**src/rtl/gen_bypassqueue.sv**
```systemverilog
// Bypass queue: DP-entry circular buffer. When the queue is empty and downstream is ready,
// input passes straight through with zero latency.
module gen_bypassqueue #(
    parameter int unsigned DW = 64,
    parameter int unsigned DP = 4,
    parameter int unsigned AW = $clog2(DP)
) (
    input  logic          CLK,
    input  logic          RSTn,
    input  logic          valid_i,
    input  logic [DW-1:0] data_i,
    output logic          ready_i,
    output logic          valid_o,
    output logic [DW-1:0] data_o,
    input  logic          ready_o,
    input  logic          flush,
    output logic [AW:0]   count,
    output logic          empty,
    output logic          full
);

    localparam logic [AW:0] DpCnt = (AW+1)'(DP);

    logic [DW-1:0] mem_q [DP];
    logic [AW-1:0] wr_ptr_q, rd_ptr_q;
    logic [AW:0]   count_q, count_d;
    logic          push, pop, bypass;

    assign count   = count_q;
    assign empty   = (count_q == '0);
    assign full    = (count_q == DpCnt);
    assign ready_i = ~full | flush;
    assign valid_o = (~empty | valid_i) & ~flush;
    assign data_o  = empty ? data_i : mem_q[rd_ptr_q];

    assign bypass = empty & valid_i & ready_o & ~flush;
    assign push   = valid_i & ready_i & ~flush & ~bypass;
    assign pop    = valid_o & ready_o & ~empty & ~flush;

    always_comb begin
        count_d = count_q;
        if (flush) begin
            count_d = '0;
        end else begin
            unique case ({push, pop})
                2'b10:   count_d = count_q + 1'b1;
                2'b01:   count_d = count_q - 1'b1;
                default: count_d = count_q;
            endcase
        end
    end

    always_ff @(posedge CLK or negedge RSTn) begin
        if (!RSTn) begin
            wr_ptr_q <= '0;
            rd_ptr_q <= '0;
            count_q  <= '0;
            for (int unsigned i = 0; i < DP; i++) begin
                mem_q[AW'(i)] <= '0;
            end
        end else begin
            count_q <= count_d;
            // Flush rewinds the pointers but leaves storage contents intact.
            if (flush) begin
                wr_ptr_q <= '0;
                rd_ptr_q <= '0;
            end else begin
                if (push) begin
                    mem_q[wr_ptr_q] <= data_i;
                    wr_ptr_q        <= wr_ptr_q + 1'b1;
                end
                if (pop) begin
                    rd_ptr_q <= rd_ptr_q + 1'b1;
                end
            end
        end
    end

`ifndef SYNTHESIS
    always @(posedge CLK) begin
        if (RSTn && ((count_q > DpCnt) || (push && full))) begin
            $display("Assert Fail at bypass queue");
            $finish;
        end
    end
`endif

endmodule

```
**config.mk**
```make
export PLATFORM = sky130hd
export DESIGN_NAME = gen_bypassqueue
export DESIGN_NICKNAME = d
export VERILOG_FILES = /design/src/rtl/gen_bypassqueue.sv
export SDC_FILE = /design/constraint.sdc
export NUM_CORES = 1
export LEC_CHECK = 0
export ABC_AREA = 1
export BUFFER_PORTS_ARGS = -buffer_cell sky130_fd_sc_hd__buf_2
export CORE_ASPECT_RATIO = 0.6
export CORE_MARGIN = 4
export CORE_UTILIZATION = 64
export DETAILED_ROUTE_END_ITERATION = 12
export GPL_TIMING_DRIVEN = 0
export PLACE_DENSITY = 0.86
export SLEW_MARGIN = 40
export SYNTH_ARGS = -nofsm -noshare
export SYNTH_HDL_FRONTEND = slang
export SYNTH_SLANG_ARGS = --single-unit
```
**constraint.sdc**
```tcl
create_clock -name CLK -period 5 [get_ports CLK]
set_clock_uncertainty 0.15 [all_clocks]
set_input_delay 1.5 -clock CLK [delete_from_list [all_inputs] [get_ports CLK]]
set_output_delay 1.5 -clock CLK [all_outputs]
set_load 0.02 [all_outputs]
```
==> results.cfg <==
[cts]
clkLatencyLatePin_ps = 520
clockRootBuffer = clkbuf_16
clock-sinks = 263
hold_buffers = 0
clk_pin_slew_ps = 70
cts_tree = built
cts_buffers = 24
htreeDepth = 1
post_cts_buffers = 0
clockBufferDepth = 3
ctsResizeCount = 0

[yosys]
avgSynthCellArea_um2 = 8.36
netlist_top_cells_area = dfrtp_1 49%, nand2_1 11%, o21ai_0 8.7%
synth_edf_count = 0
yosysMostFrequentCell = nand2_1
postSynthCellCount = 1605
ys_types = 27
post-synth-top-area-fraction_pct = 49.0
ys.flop_type = dfrtp_1
ys_ff_latch = 263
yosysSeqAreaShare_pct = 49.0
synthTopCellsByCount = 403 x nand2_1, 263 x dfrtp_1, 232 x o21ai_0, 142 x inv_1, 131 x a21oi_1
synth_top_area_cell = dfrtp_1
synthArstFlopShare_pct = 100
yosysWarningCount = 0
syn_nets = 1679
syn_area_mm2 = 0.0134

[grt]
grt_first_pass_wirelength_mm = 63.1
antenna_found_initial = 1
grt_usage_pct = 33.3
overflow = 0
grt_max_degree = 74
grt_pass1_vias = 11694

[timing]
max_freq_ghz = 0.231
setup_tns_ps = 0
timing.hold.ws_ps = 325
worst_slew_pin_slew_ps = 791
slew_headroom_pct = 47.2
grt_setup_unrepaired = false
hold_violations = 0
layout_worst_path_cycle_share_pct = 86.4
setup_viol = 0
finalMaxSlewViolations = 0
finalCriticalPeriod_ps = 4320

[routing]
wire_per_inst_um = 19.2
ant_nets = 0
vias_per_cell = 6.06
vias = 12493
drt_wl_total_mm = 39.5
drc = 0
drt-pass1-iter-count = 7
initialDrtViolationCount = 1506

[cells_and_area]
fin_nets = 1847
fillers = 1451
drive_above_1_share_pct = 21.8
area_delta_synth_final_pct = 14.5

[die]
rows = 40
die_w_um = 195
start_util_pct = 66.1
io_pins = 140
core_mm2 = 0.0203
dieArea_mm2 = 0.0234
die_y_um = 120

[power]
powerDensity_mw_per_mm2 = 580
leakagePower_nw = 7.42
vdd_drop_max_mv = 0.381

[placement]
io_buffer_count = 139
gp_congestion = 0.891
place_hpwl_mm = 27.9

[hold_path]
holdPathEnd = mem_q[236]$_DFFE_PN0P_
hold-path-cell-count = 2
hold_start = mem_q[236]$_DFFE_PN0P_
hp-class = reg2reg

[setup_path]
r2r_cells = 7
worstReg2RegEnd = mem_q[245]$_DFFE_PN0P_
r2r_start = wr_ptr_q[0]$_DFFE_PN0P_
worst_ep_required_time_ps = 3350
r2r_setup_slack_ps = 2580
crit_arrival_ps = 2670
cp_max_fo = 10
crit_type = reg2out
endpoint_kind = primary output
startpoint_type = flip-flop

[flow_run]
drv_cap = 0

[run_status]
status = finished clean
power breakdown:
| group | internal (mW) | switching [mW] |
|---|---|---|
| Clock | 1.10 | 0.808 |
| Sequential | 3.03 | 0.344 |
| Combinational | 1.21 | 2.42 |
| Total | 5.35 | 3.57 |
per-layer routing:
metal	part of all wire [%]	track usage, %	vias to the layer above
met5	0	0	-
met4	2.2	6.45	0
met3	15	8.80	70
met2	41	46.9	898
met1	42	52.4	5903
li1	-	-	5622
layout by cell type, fill, tap and decap left out, types with 4 or more instances in the layout:
master / instances
buf_8: 12
a31oi_1: 64
o21ai_1: 38
buf_1: 6
a21oi_1: 131
inv_1: 142
nand3_1: 4
dfrtp_1: 263
clkbuf_8: 6
nor2_1: 64
buf_6: 31
nand2_1: 403
clkbuf_1: 45
ha_1: 4
clkinv_2: 4
clkbuf_16: 25
buf_2: 169
o21ai_2: 120
o21ai_0: 232
cell type report:
class	instances	area, µm²	area share [%]
repair buffers	142	788	5.13
inverters	146	551	3.58
multi-input cells	1072	5420	35.3
clock buffers	34	719	4.68
plain buffers	124	870	5.66
well taps	273	342	2.22
flip-flops and latches	263	6580	42.8
diodes	1	2.50	0.0163
clock inverters	7	88.8	0.578
per-stage QoR:
stage / instance area (µm²) / util, % / std cells / setup slack (ps) / power, mW
6_report: 15400 / 75.6 / 2062 / 680 / 8.91
5_1_grt: 15400 / 75.6 / 2062 / 678 / 9.42
4_1_cts: 15400 / 75.6 / 2061 / 836 / 8.85
3_5_place_dp: 14600 / 71.6 / 2020 / 1170 / 6.94
3_3_place_gp: 14500 / 71.2 / 2017 / -2470 / 6.75
2_1_floorplan: 13400 / - / 1605 / 1360 / 5.76
flip-flops by register name, summed over array words and instances, names as in the netlist:
signal / count
count: 3
wr_ptr_q: 2
rd_ptr_q: 2
mem_q: 256
logic make-up (layout without fill, tap and decap cells):
kind of cell,count (synthesis),in the layout,share of synthesized area (%)
other,0,1,0
AO/OA/AOI/OAI,585,585,25.8
AND/OR/NAND/NOR,481,481,14.0
flip-flops,263,263,49.0
adder cells (fa/ha/maj),5,5,0.522
buffers and inverters,270,453,10.6
XOR/XNOR,1,1,0.0653
worst max-delay path by stage:
stage / from / to / slack [ps] / depth (start not counted)
CTS: rd_ptr_q[0]$_DFFE_PN0P_ / data_o[39] / 840 / 6
finish: rd_ptr_q[0]$_DFFE_PN0P_ / data_o[39] / 680 / 6
detailed placement: data_i[39] / data_o[39] / 1170 / 4
global route: rd_ptr_q[0]$_DFFE_PN0P_ / data_o[39] / 680 / 6
global placement: RSTn / mem_q[42]$_DFFE_PN0P_ / -2470 / 1
floorplan: flush / valid_o / 1360 / 1
critical path, stage by stage, from the launching register on:
cell	delay (ps)
dfrtp_1	420
inv_2	100
buf_2	360
clkbuf_1	530
o21ai_0	190
a31oi_1	310
buf_2	240
No activity file was read; power rests on OpenSTA's default activity.
